==> config.mk <==
export PLATFORM = sky130hd
export DESIGN_NAME = sbs_decoder_flat
export DESIGN_NICKNAME = d
export VERILOG_FILES = /design/src/rtl/sbs_decoder_if.sv /design/src/rtl/sbs_decoder.sv /design/src/flat_wrapper.sv
export SDC_FILE = /design/constraint.sdc
export NUM_CORES = 1
export LEC_CHECK = 0
export CAP_MARGIN = 0
export CORE_ASPECT_RATIO = 0.5
export CORE_MARGIN = 2
export CORE_UTILIZATION = 45
export DETAILED_ROUTE_END_ITERATION = 8
export PLACE_DENSITY = 0.77
export RECOVER_POWER = 100
export SETUP_SLACK_MARGIN = 0.15
export SKIP_LAST_GASP = 1
export SLEW_MARGIN = 20
export SYNTH_ARGS = -nofsm -noshare
export SYNTH_HDL_FRONTEND = slang
export SYNTH_SLANG_ARGS = --single-unit
==> constraint.sdc <==
create_clock -name clk -period 15.78 [get_ports clk]
set_input_delay 4.734 -clock clk [delete_from_list [all_inputs] [get_ports clk]]
set_output_delay 4.734 -clock clk [all_outputs]
set_load 0.05 [all_outputs]
==> src/rtl/sbs_decoder_if.sv <==
// sbs_decoder_if: handshake bundle between a stochastic bitstream generator,
// the decoder and the consumer of the decoded value.
//   sbs       parallel stream, bit i = stream position i
//   in_valid  sbs holds a complete stream (generator done flag)
//   in_ready  decoder accepts a stream this cycle
//   value     count of ones in the accepted stream (0 unless out_valid)
//   out_valid value is final
//   out_ready consumer takes value this cycle
//   busy      decoder is counting or holding a result
// The master modport is the generator/consumer side; slave is the decoder.
interface sbs_decoder_if #(
  parameter int BSL   = 255,
  parameter int OUT_W = $clog2(BSL + 1)
);
  logic [BSL-1:0]   sbs;
  logic             in_valid;
  logic             in_ready;
  logic [OUT_W-1:0] value;
  logic             out_valid;
  logic             out_ready;
  logic             busy;

  modport master (
    output sbs, in_valid, out_ready,
    input  in_ready, value, out_valid, busy
  );

  modport slave (
    input  sbs, in_valid, out_ready,
    output in_ready, value, out_valid, busy
  );
endinterface

==> src/rtl/sbs_decoder.sv <==
// sbs_decoder: converts a parallel unipolar stochastic bitstream into its
// binary estimate (number of ones), counting CHUNK bits per clock.
// Ports:
//   clk  rising-edge clock
//   rst  synchronous active-high reset
//   bus  sbs_decoder_if.slave (sbs/in_valid/in_ready in,
//        value/out_valid/out_ready out, busy)
//
// state   | meaning
// S_IDLE  | ready for a stream; in_ready=1
// S_COUNT | popcounting the captured stream one chunk per edge
// S_DONE  | result presented until the consumer takes it
module sbs_decoder #(
  parameter int BSL   = 255,
  parameter int CHUNK = 8,
  parameter int OUT_W = $clog2(BSL + 1)
) (
  input logic         clk,
  input logic         rst,
  sbs_decoder_if.slave bus
);

  localparam int N     = (BSL + CHUNK - 1) / CHUNK;
  localparam int PAD_W = N * CHUNK;
  localparam int K_W   = (N > 1) ? $clog2(N) : 1;
  localparam logic [K_W-1:0] K_LAST = K_W'(N - 1);

  typedef enum logic [1:0] {
    S_IDLE  = 2'd0,
    S_COUNT = 2'd1,
    S_DONE  = 2'd2
  } state_t;

  state_t           r_state;
  state_t           w_next;
  logic [BSL-1:0]   r_shadow;
  logic [OUT_W-1:0] r_acc;
  logic [K_W-1:0]   r_k;
  logic [PAD_W-1:0] w_padded;
  logic [CHUNK-1:0] w_chunk;
  logic [OUT_W-1:0] w_pop;

  // State register
  always_ff @(posedge clk) begin
    if (rst) r_state <= S_IDLE;
    else     r_state <= w_next;
  end

  // Next-state logic
  always_comb begin
    w_next = r_state;
    case (r_state)
      S_IDLE:  if (bus.in_valid) w_next = S_COUNT;
      S_COUNT: if (r_k == K_LAST) w_next = S_DONE;
      S_DONE:  if (bus.out_ready) w_next = S_IDLE;
      default: w_next = S_IDLE;
    endcase
  end

  // Output logic
  always_comb begin
    bus.in_ready  = 1'b0;
    bus.out_valid = 1'b0;
    bus.busy      = 1'b0;
    bus.value     = '0;
    case (r_state)
      S_IDLE:  bus.in_ready = 1'b1;
      S_COUNT: bus.busy = 1'b1;
      S_DONE: begin
        bus.busy      = 1'b1;
        bus.out_valid = 1'b1;
        bus.value     = r_acc;
      end
      default: bus.in_ready = 1'b0;
    endcase
  end

  // Shadow copy is taken only on the accept edge so later sbs changes are
  // invisible; it has no reset because it is don't-care until captured.
  always_ff @(posedge clk) begin
    if (!rst && r_state == S_IDLE && bus.in_valid) r_shadow <= bus.sbs;
  end

  // Zero-extend to a whole number of chunks so the final chunk's pad bits
  // contribute nothing.
  always_comb begin
    w_padded          = '0;
    w_padded[BSL-1:0] = r_shadow;
  end

  assign w_chunk = CHUNK'(w_padded >> (int'(r_k) * CHUNK));

  always_comb begin
    w_pop = '0;
    for (int i = 0; i < CHUNK; i++) begin
      w_pop = w_pop + OUT_W'(w_chunk[i]);
    end
  end

  // Accumulator and chunk index
  always_ff @(posedge clk) begin
    if (rst) begin
      r_acc <= '0;
      r_k   <= '0;
    end else begin
      case (r_state)
        S_IDLE: begin
          if (bus.in_valid) begin
            r_acc <= '0;
            r_k   <= '0;
          end
        end
        S_COUNT: begin
          r_acc <= r_acc + w_pop;
          r_k   <= r_k + K_W'(1);
        end
        default: begin
          r_acc <= r_acc;
          r_k   <= r_k;
        end
      endcase
    end
  end

endmodule

==> src/flat_wrapper.sv <==
// flat-port wrapper written by rule: the top's interface ports become plain ports
module sbs_decoder_flat 
#(
  parameter int BSL   = 255,
  parameter int CHUNK = 8,
  parameter int OUT_W = $clog2(BSL + 1)
)
  (clk, rst, bus_sbs, bus_in_valid, bus_out_ready, bus_in_ready, bus_value, bus_out_valid, bus_busy);
  sbs_decoder_if #(.BSL(BSL), .OUT_W(OUT_W)) bus_i ();
  input logic clk;
  input logic rst;
  input wire logic [$bits(bus_i.sbs)-1:0] bus_sbs;
  input wire logic [$bits(bus_i.in_valid)-1:0] bus_in_valid;
  input wire logic [$bits(bus_i.out_ready)-1:0] bus_out_ready;
  output wire logic [$bits(bus_i.in_ready)-1:0] bus_in_ready;
  output wire logic [$bits(bus_i.value)-1:0] bus_value;
  output wire logic [$bits(bus_i.out_valid)-1:0] bus_out_valid;
  output wire logic [$bits(bus_i.busy)-1:0] bus_busy;
  assign bus_i.sbs = bus_sbs;
  assign bus_i.in_valid = bus_in_valid;
  assign bus_i.out_ready = bus_out_ready;
  assign bus_in_ready = bus_i.in_ready;
  assign bus_value = bus_i.value;
  assign bus_out_valid = bus_i.out_valid;
  assign bus_busy = bus_i.busy;
  sbs_decoder #(.BSL(BSL), .CHUNK(CHUNK), .OUT_W(OUT_W)) u_core (.clk(clk), .rst(rst), .bus(bus_i));
endmodule
# Word-level counts from Yosys, hierarchy flattened
# Index checks and enable logic that the tools add are counted.
dict set report op_classes {
  add_sub_neg 9
  eq_ne 6
  shift 1
  n_mux 12
  reduce_logical 8
}
# operator n
set ops {}
lappend ops {{255-bit by 8-bit right shift with 8-bit output} 1}
lappend ops {{8-bit by 1-bit adder with 8-bit output} 6}
lappend ops {{8-bit 2-to-1 mux} 2}
lappend ops {{8-bit one-hot mux with 2 select lines} 1}
lappend ops {{5-bit one-hot mux with 2 select lines} 1}
lappend ops {{8-bit adder} 1}
lappend ops {{2-bit 2-to-1 mux} 3}
lappend ops {{2-bit one-hot mux with 3 select lines} 1}
lappend ops {{5-bit by 1-bit adder with 5-bit output, second input constant} 1}
lappend ops {{5-bit == test, second input constant} 1}
lappend ops {{5-bit 2-to-1 mux} 1}
lappend ops {{2-bit != test, second input constant} 2}
lappend ops {{1-bit 2-to-1 mux} 3}
lappend ops {{3-bit AND reduction} 1}
lappend ops {{1-bit by 1-bit adder with 2-bit output} 1}
lappend ops {{2-bit by 1-bit == test with 1-bit output, second input constant} 1}
lappend ops {{2-bit == test, second input constant} 1}
lappend ops {{1-bit logical AND} 2}
lappend ops {{2-bit logical NOT} 1}
lappend ops {{2-bit by 1-bit != test with 1-bit output, second input constant} 1}
lappend ops {{2-bit AND reduction} 1}
lappend ops {{2-bit nonzero test} 1}
lappend ops {{2-bit OR reduction} 1}
lappend ops {{1-bit logical NOT} 1}
dict set report word_totals {
  ff_bits 270
  in_bits 259
  out_inout_bits 11
  wordCells 40
}

# Longest topological paths before layout
# Gate-level depths: netlist of the first run.
dict set report depth {
  ltp_word 10
  mapped_depth 18
  mapped_depth_nobuf 14
}

# Worst setup path after synthesis of the first run
# OpenSTA, ideal clock, no wires.
dict set report synth_path {
  path_type {input port to flip-flop}
  from {in rst}
  to {reg u_core.r_shadow[0], enable pin}
  arrival_time_ns 15.528
  setup_slack_ns -0.625
  stages 2
  path_buffers 1
  path_cell_list {clkbuf_1 > nor2_1}
}
dict set report synth_via {
  elab_chain_cells 3
}
# element line
set synth_lines {}
lappend synth_lines {{from (decl)} flat_wrapper.sv:11} ;# input logic rst;
lappend synth_lines {{1-bit logical NOT} sbs_decoder.sv:81} ;# if (!rst && r_state == S_IDLE && bus.in_valid) r_shadow <= bus.sbs;
lappend synth_lines {{1-bit logical AND (2 in a row)} sbs_decoder.sv:81}
lappend synth_lines {{to (signal assigned)} sbs_decoder.sv:81}
lappend synth_lines {{to (decl)} sbs_decoder.sv:36} ;# logic [BSL-1:0] r_shadow;
# No other way between the ends.
# A chain may end at the register's enable or synchronous reset.

# Final worst setup path of the first run
dict set report layout_path {
  from {in rst}
  to {reg u_core.r_shadow[234], enable pin}
}
# Same word-level chain as after synthesis.

==> results of run 1 <==
-- worst max-delay path, stage by stage --
cell and delay [ps]:
dlygate4sd3_1 720, nor2_1 260, buf_12 700, clkbuf_1 2480
-- cell families (layout without fill, tap and decap cells) --
group                    count (synthesis)  count (layout)  share of synthesized area
AO/OA/AOI/OAI                           82              82                     0.0566
XOR/XNOR                                 3               3                    0.00243
adder cells (fa/ha/maj)                 21              21                     0.0270
buffers and inverters                   32             327                     0.0178
flip-flops                             270             270                      0.735
multiplexers                            84              84                      0.138
other                                    0               8                          0
AND/OR/NAND/NOR                         48              48                     0.0232
-- layout make-up --
| class | count | area, um2 | area share |
|---|---|---|---|
| Antenna cell | 8 | 20.0 | 0.00137 |
| Clock inverter | 16 | 190 | 0.0130 |
| Clock buffer | 30 | 644 | 0.0440 |
| Tap cell | 315 | 394 | 0.0269 |
| Timing Repair Buffer | 274 | 2740 | 0.187 |
| Multi-Input combinational cell | 238 | 2680 | 0.183 |
| Sequential cell | 270 | 7960 | 0.544 |
| Inverter | 7 | 26.3 | 0.00179 |
-- sequential cells by signal, summed over array words and instances, names as in the netlist --
signal,count
u_core.r_shadow,255
u_core.r_state,2
u_core.r_k,5
u_core.r_acc,8
-- Yosys cell counts, types with 7 or more instances --
master / count / area share
a21oi_1: 10 / 0.0046
a221oi_1: 7 / 0.0057
a22oi_1: 9 / 0.0062
and2_1: 8 / 0.0046
buf_2: 8 / 0.0037
clkbuf_1: 8 / 0.0028
dfxtp_1: 15 / 0.028
edfxtp_1: 255 / 0.71
ha_1: 17 / 0.020
inv_1: 7 / 0.0024
mux2i_1: 35 / 0.032
mux4_1: 13 / 0.032
mux4_2: 35 / 0.073
nand2_1: 7 / 0.0024
nor2_1: 14 / 0.0049
o21ai_0: 7 / 0.0032
o22ai_1: 12 / 0.0069
-- worst min-delay path by stage --
stage	start	endpoint	slack [ps]
finish	u_core.r_acc[7]	u_core.r_acc[7]	490
global placement	u_core.r_acc[7]	u_core.r_acc[7]	460
global route	u_core.r_acc[7]	u_core.r_acc[7]	520
CTS	u_core.r_acc[7]	u_core.r_acc[7]	490
detailed placement	u_core.r_acc[7]	u_core.r_acc[7]	480
floorplan	u_core.r_acc[7]	u_core.r_acc[7]	450
-- layout by cell type (no fill, tap or decap), drive strengths merged, types with 3 or more instances in the layout --
cell type    instances
o22ai               12
a2111oi              3
a221oi               7
fa                   4
edfxtp             255
nand2                7
o221ai               4
a22oi                9
nand3                3
a21oi               10
a22o                 4
clkinv               9
clkbuf              32
dfxtp               15
buf                  3
ha                  17
xor2                 3
a211o                4
bufinv               4
dlygate4sd3        268
a211oi               3
mux2i               35
nand2b               3
diode                8
inv                  9
and2                 8
o21ai                7
nor2                14
mux4                48
-- power by group through the flow --
stage               Clock (mW)  Combinational (mW)  Sequential (mW)
floorplan                    0               0.150            0.879
global placement             0               0.242            0.876
detailed placement           0               0.249            0.880
CTS                      0.632               0.251            0.865
global route             0.659               0.261            0.870
finish                   0.620               0.238            0.865
-- routing by layer --
| layer | vias to the layer above | share of wire |
|---|---|---|
| met4 | 0 | 0.021 |
| met5 | - | 0 |
| met1 | 3173 | 0.41 |
| li1 | 2833 | - |
| met2 | 186 | 0.52 |
| met3 | 40 | 0.045 |
==> flow_metrics.tcl, run 1 <==
set metrics [dict create \
    outcome "finished with violations" \
    violations "capacitance limit, slew limit" \
    worst_pin_slew_ps 3450 \
    grt_pass1_wl_mm 37.9 \
    cts_hold_buffers 0 \
    p_int_mw 1.33 \
    fin_nets 1096 \
    syn_to_final_growth_pct 35.3 \
    antenna_left 0 \
    fin_cells 1158 \
    place.gp.congestion 0.809 \
    ys.flop_type "edfxtp_1" \
    drt-pass1-iter-count 5 \
    post-route-min-period_ps 8990 \
    crit_arrival_ps 9060 \
    insertion_delay_ps 530 \
    cts_resized 0 \
    ys_warn_count 0 \
    grtUsageMet1 0.263 \
    met2_usage 0.359 \
    drive_gt1_frac 0.0970 \
    grt_pass1_vias 6534 \
    required_ps 15840 \
    start_util 0.454 \
    cts_tree "built" \
    worst-r2r-setup-slack_ps 6800 \
    place.detailed.hpwl_mm 18.3 \
    path_clk_slew_ps 60 \
    p_clk_frac 0.360 \
    max_freq_mhz 111 \
    syn_nets 820 \
    die_w_um 223 \
    slew_viol_final 149 \
    die_height_um 114 \
    leakagePower_nw 4.94 \
    drt_wl_total_mm 25.6 \
    synthCells 540 \
    cts_buffers 25 \
    place_inst 1104 \
    htreeDepth 1 \
    drc 0 \
    total_power_mw 1.72 \
    nFillCells 1719 \
    vias_per_cell 5.38 \
    setup_viol 0 \
    ir_drop_mv 0.0654 \
    drt_iter0_drc 519 \
    yosysSeqAreaShare 0.735 \
    hold_violations 0 \
    cts_setup_buffers 0 \
    final_cell_area_um2 14600 \
    hold_depth 2 \
    switchingPower_mw 0.395 \
    worstRegToRegCells 14 \
    reg2reg_from "u_core.r_k[0]" \
    async_flop_share 0 \
    cp_max_fo 191 \
    power_frac_comb 0.138 \
    busiest_layer "met2" \
    ys_seq_elements 270 \
    wl_per_cell_um 22.1 \
    die_area_um2 25400 \
    hp-class "register to register" \
    port_buffers 269 \
    cts_root_buf "clkbuf_16" \
    grt_overflow_total 0 \
    crit_type "primary input to register" \
    detailedPlace.worstSlack_ps 8080 \
    max-slew-margin-rel -1.30 \
    cap_violations 3 \
    startpoint "rst" \
    grt_usage 0.203 \
    vias 6232 \
    synth_edf_count 255 \
    clk_path_buf_depth 3 \
    p_per_area_nw_per_um2 118 \
    syn_area_per_cell_um2 20.0 \
    critPathCaptureType "register" \
    post_dp_cell_area_um2 13800 \
    final_util 0.615 \
    crit_end "u_core.r_shadow[234]" \
    worst_slack_ps 6790 \
    syn_area_um2 10800 \
    antenna_found_initial 10 \
    switching_share 0.229 \
    rsz0062_at_grt "false" \
    ios 270 \
    pwr-share-seq 0.502 \
    grt_max_degree 192 \
    period_share 0.570 \
    core.rowCount 40 \
    grt_util_met3 0.0340 \
    clock_skew_ps 12.7 \
    coreArea_um2 23800 \
    cts.sinks 270 \
    timing.rr.end "u_core.r_acc[4]" \
    startpoint_type "primary input" \
    whs_ps 493 \
    tns_ps 0 \
    netlist-cell-type-count 51 \
]
Note: power is estimated with default switching activity, not from simulation.
==> run 2: changes to the inputs <==
clock period = 7.5 ns   (was 15.78 ns; I/O delays follow)
==> run 2 against run 1 <==
  * The flow still finishes with violations (capacitance limit, slew limit)
  * Combinational power increased by 110%
  * Cell count grew 0.95%
  * Wire length is 2.4% higher
  * Non-clock buffer count is the same
  * Critical path type unchanged
  * Via count increased by 0.83%
  * Register-to-register slack got worse by 4900 ps
  * Clock power grew 100%
  * Critical path depth is 1 lower
==> flow_metrics.tcl, run 2 (same netlist as run 1, synthesis figures left out) <==
set metrics [dict create \
    total_power_mw 3.59 \
    cp_max_fo 175 \
    max_freq_mhz 158 \
    start_util 0.454 \
    drive_gt1_frac 0.103 \
    setup_viol 0 \
    largestRegisters "u_core.r_shadow (255), u_core.r_acc (8), u_core.r_k (5)" \
    largest_reg_flops 255 \
    cts_hold_buffers 0 \
    drc 0 \
    antenna_left 0 \
    wl_per_cell_um 22.4 \
    path_clk_slew_ps 60 \
    cts.sinks 270 \
    clk_path_buf_depth 3 \
    required_ps 7530 \
    grtUsageMet1 0.260 \
    die_height_um 114 \
    cts_setup_buffers 0 \
    grt_max_degree 176 \
    critPathCaptureType "register" \
    grt_util_met3 0.0466 \
    critPathBufInv 2 \
    die_w_um 223 \
    cpLargestDelayFamily "buffers and inverters" \
    place.detailed.hpwl_mm 19.1 \
    die_area_um2 25400 \
    cpMaxStageDelayCell "clkbuf_2" \
    layout_commonest_cell "dlygate4sd3_1" \
    hp-class "register to register" \
    crit_arrival_ps 6350 \
    antenna_found_initial 18 \
    layout_common_cells "268 x dlygate4sd3_1, 255 x edfxtp_1, 35 x mux4_2, 35 x mux2i_1, 25 x clkbuf_16" \
    syn_to_final_growth_pct 35.2 \
    crit_chain "dlygate4sd3_1 > nor2_4 > clkbuf_2" \
    tns_ps 0 \
    ir_drop_mv 0.137 \
    grt_usage 0.207 \
    startpoint_type "primary input" \
    max_stage_delay_ps 2850 \
    drt_wl_total_mm 26.2 \
    fin_nets 1096 \
    coreArea_um2 23800 \
    cts_buffers 25 \
    ios 270 \
    hold_violations 0 \
    cts_resized 0 \
    leakagePower_nw 4.94 \
    crit_type "primary input to register" \
    drt-pass1-iter-count 5 \
    max-slew-margin-rel -1.88 \
    htreeDepth 1 \
    met2_usage 0.351 \
    period_share 0.843 \
    core.rowCount 40 \
    cts_root_buf "clkbuf_16" \
    grt_pass1_vias 6702 \
    cts_tree "built" \
    vias 6284 \
    rsz0062_at_grt "false" \
    drt_iter0_drc 607 \
    grt_overflow_total 0 \
    port_buffers 269 \
    clock_skew_ps 4.71 \
    regMostFlops "u_core.r_shadow" \
    post-route-min-period_ps 6320 \
    insertion_delay_ps 530 \
    cap_violations 2 \
    busiest_layer "met2" \
    vias_per_cell 5.38 \
    slew_viol_final 257 \
    place.gp.congestion 0.813 \
    outcome "finished with violations" \
    worst_pin_slew_ps 4320 \
    p_per_area_nw_per_um2 245 \
    grt_pass1_wl_mm 38.7 \
    violations "capacitance limit, slew limit" \
]
[run 2: changes by cell type in the layout (fill, tap and decap cells not counted), sizes merged]
cell,delta
diode,+11
clkinv,+3
bufinv,-1
clkinvlp,-1
inv,-1
[run 2: per-layer routing]
layer | vias up | share of wire
li1 | 2836 | -
met1 | 3197 | 0.40
met2 | 208 | 0.52
met3 | 43 | 0.057
met4 | 0 | 0.022
met5 | - | 0
[run 2: layout make-up]
cell class	count	area [um2]
clock buffers	30	644
diodes	19	47.5
clock inverters	16	155
flip-flops and latches	270	7960
inverters	7	26.3
multi-input cells	238	2680
fillers	1734	9190
repair buffers	274	2720
well taps	315	394
[run 2: power by group]
part	switching [mW]	internal (mW)	total, mW	leakage [nW]
registers	0.0448	1.79	1.84	2.49
clock network	0.541	0.718	1.26	0.401
logic	0.241	0.254	0.496	2.05
[run 2: worst reg2reg max path: stages (launching register included)]
cell and delay [ps]:
dfxtp_4 780, buf_4 600, mux2i_1 170, a221oi_1 500
o21ai_0 190, o22ai_1 290, fa_1 490, fa_1 580
fa_1 440, ha_1 250, fa_1 460, a21o_1 190
a211o_1 280, a32oi_1 190, nor2_1 60
[run 2: final timing paths]
path / end / depth (start not counted) / slack, ps / from
worst min-delay path: u_core.r_acc[6] / 2 / 520 / u_core.r_acc[6]
worst max-delay path: u_core.r_shadow[70] / 3 / 1180 / rst
worst min register to register: u_core.r_acc[6] / 2 / 520 / u_core.r_acc[6]
worst max register to register: u_core.r_acc[4] / 14 / 1900 / u_core.r_k[0]
[run 2: through the flow]
step / setup WS, ps / area (um2) / util / hold WS [ps] / instances
after floorplan: 785 / 10800 / - / 447 / 540
after global placement: 2020 / 13800 / 0.580 / 460 / 1104
after detailed placement: 1860 / 13800 / 0.580 / 502 / 1104
after CTS: 1870 / 14600 / 0.613 / 511 / 1150
after global routing: 924 / 14600 / 0.614 / 545 / 1169
final: 1180 / 14600 / 0.614 / 516 / 1169
==> run 3: changes to the inputs <==
CORE_UTILIZATION = 49   (was 45)
PLACE_DENSITY = 0.8   (was 0.77)
clock period = 6.4 ns   (was 7.5 ns; I/O delays follow)
==> run 3 against run 2 <==
  * The flow still finishes with violations (capacitance limit, slew limit)
  * Clock power grew 18%
  * Non-clock buffer count rose by 5
  * Register-to-register slack got worse by 840 ps
  * Cell area barely moved
  * Critical path depth did not move
  * Count of clock-buffer cells in the layout is 2 higher
  * Critical endpoint is now u_core.r_shadow[205]
  * Die area fell by 8.0%
  * Combinational power grew 20%
  * Sequential cell count unchanged
  * Sequential share of layout area is essentially flat
  * Highest routed layer unchanged
  * Wire length shrank 0.44%
==> flow_metrics.tcl, run 3 (same netlist as run 1, synthesis figures left out) <==
set metrics [dict create \
    p_int_mw 3.26 \
    cts_resized 0 \
    die_area_um2 23400 \
    grt_pass1_wl_mm 37.8 \
    cts_buffers 24 \
    p_per_area_nw_per_um2 289 \
    regMostFlops "u_core.r_shadow" \
    reg2reg_from "u_core.r_k[0]" \
    largestRegisters "u_core.r_shadow (255), u_core.r_acc (8), u_core.r_k (5)" \
    worstRegToRegCells 14 \
    switchingPower_mw 0.969 \
    setup_viol 0 \
    slew_viol_final 233 \
    antenna_found_initial 9 \
    vias_per_cell 5.49 \
    grt_util_met3 0.0391 \
    cpMaxStageDelayCell "buf_2" \
    drt-pass1-iter-count 5 \
    clock_skew_ps 8.62 \
    busiest_layer "met2" \
    port_buffers 269 \
    drc 0 \
    cts_setup_buffers 0 \
    grt_max_degree 164 \
    hp-class "register to register" \
    power_frac_comb 0.141 \
    grtUsageMet1 0.298 \
    path_clk_slew_ps 60 \
    antenna_left 0 \
    fin_nets 1100 \
    switching_share 0.229 \
    post-route-min-period_ps 5620 \
    drt_wl_total_mm 26.1 \
    clk_path_buf_depth 3 \
    grt_usage 0.220 \
    cpLargestDelayFamily "buffers and inverters" \
    place.gp.congestion 0.829 \
    cp_max_fo 163 \
    crit_chain "dlygate4sd3_1 > nor2_1 > buf_2" \
    crit_arrival_ps 5680 \
    cts_hold_buffers 0 \
    hold_end "u_core.r_acc[7]" \
    p_clk_frac 0.353 \
    place.detailed.hpwl_mm 19.0 \
    drt_iter0_drc 699 \
    hold_violations 0 \
    max-slew-margin-rel -1.36 \
    die_w_um 214 \
    final_util 0.675 \
    pwr-share-seq 0.506 \
    tns_ps 0 \
    insertion_delay_ps 520 \
    worst-r2r-setup-slack_ps 1060 \
    layout_common_cells "268 x dlygate4sd3_1, 255 x edfxtp_1, 35 x mux4_2, 35 x mux2i_1, 25 x clkbuf_16" \
    critPathCaptureType "register" \
    startpoint_type "primary input" \
    period_share 0.879 \
    ios 270 \
    violations "capacitance limit, slew limit" \
    outcome "finished with violations" \
    grt_overflow_total 0 \
    start_util 0.499 \
    worst_pin_slew_ps 3540 \
    ir_drop_mv 0.169 \
    cts.sinks 270 \
    hold_depth 2 \
    max_stage_delay_ps 2460 \
    rsz0062_at_grt "false" \
    largest_reg_flops 255 \
    critPathBufInv 2 \
    leakagePower_nw 4.96 \
    core.rowCount 38 \
    die_height_um 109 \
    coreArea_um2 21700 \
    cts_root_buf "clkbuf_16" \
    vias 6292 \
    timing.rr.end "u_core.r_acc[4]" \
    hp-start "u_core.r_acc[7]" \
    crit_type "primary input to register" \
    layout_commonest_cell "dlygate4sd3_1" \
    wl_per_cell_um 22.7 \
    met2_usage 0.371 \
    cts_tree "built" \
    grt_pass1_vias 6421 \
    htreeDepth 1 \
    required_ps 6450 \
    cap_violations 2 \
    drive_gt1_frac 0.104 \
    nFillCells 1458 \
    max_freq_mhz 178 \
    syn_to_final_growth_pct 35.3 \
]
## run 3: cell count changes in the layout (fill, tap and decap cells not counted), sizes merged
cell      change
diode        -10
inv           -1
buf           +5
clkbuf        +2
clkinvlp      +1
clkinv        -4
## run 3: worst reg2reg max path, delay by kind of cell (launching register included)
family                   cells  cell delay [ps]
adder cells (fa/ha/maj)      6             2500
AO/OA/AOI/OAI                5             1030
flip-flops                   1              640
multiplexers                 1              620
buffers and inverters        1              360
AND/OR/NAND/NOR              1               70
## run 3: worst max path at each step
stage | start | to | slack (ps) | cells after the start
floorplan | rst | u_core.r_shadow[0] | 160 | 2
global placement | u_core.r_k[0] | u_core.r_acc[4] | 1160 | 14
detailed placement | u_core.r_k[0] | u_core.r_acc[4] | 1090 | 14
CTS | u_core.r_k[0] | u_core.r_acc[4] | 1070 | 14
global route | rst | u_core.r_shadow[175] | 510 | 3
finish | rst | u_core.r_shadow[205] | 780 | 3
## run 3: final cells by class
type / instances / area [um2] / area share
Clock inverter: 12 / 130 / 0.00889
Sequential cell: 270 / 7960 / 0.544
Antenna cell: 9 / 22.5 / 0.00154
Tap cell: 300 / 375 / 0.0256
Inverter: 7 / 26.3 / 0.00179
Clock buffer: 32 / 682 / 0.0466
Multi-Input combinational cell: 238 / 2680 / 0.183
Timing Repair Buffer: 279 / 2760 / 0.188
## run 3: layer usage
metal  vias to the layer above  routed length (um)
met5                         -                   0
met2                       255               13400
met3                        28                1470
met1                      3173               10900
met4                         0                 327
li1                       2836                   -
## run 3: power by group through the flow
stage	logic, mW	clock network, mW	registers, mW
after floorplan	0.373	0	2.15
after global placement	0.612	0	2.16
after detailed placement	0.631	0	2.17
after CTS	0.635	1.51	2.13
after global routing	0.646	1.58	2.15
final	0.597	1.49	2.14
## run 3: stage by stage
step | worst slack, ps | instances | area (um2) | hold slack (ps) | total power [mW]
after global placement | 1160 | 1094 | 13800 | 460 | 2.77
final | 776 | 1147 | 14600 | 493 | 4.23
after CTS | 1070 | 1138 | 14600 | 508 | 4.28
after floorplan | 161 | 540 | 10900 | 447 | 2.53
after detailed placement | 1090 | 1094 | 13800 | 497 | 2.80
after global routing | 508 | 1147 | 14600 | 520 | 4.38
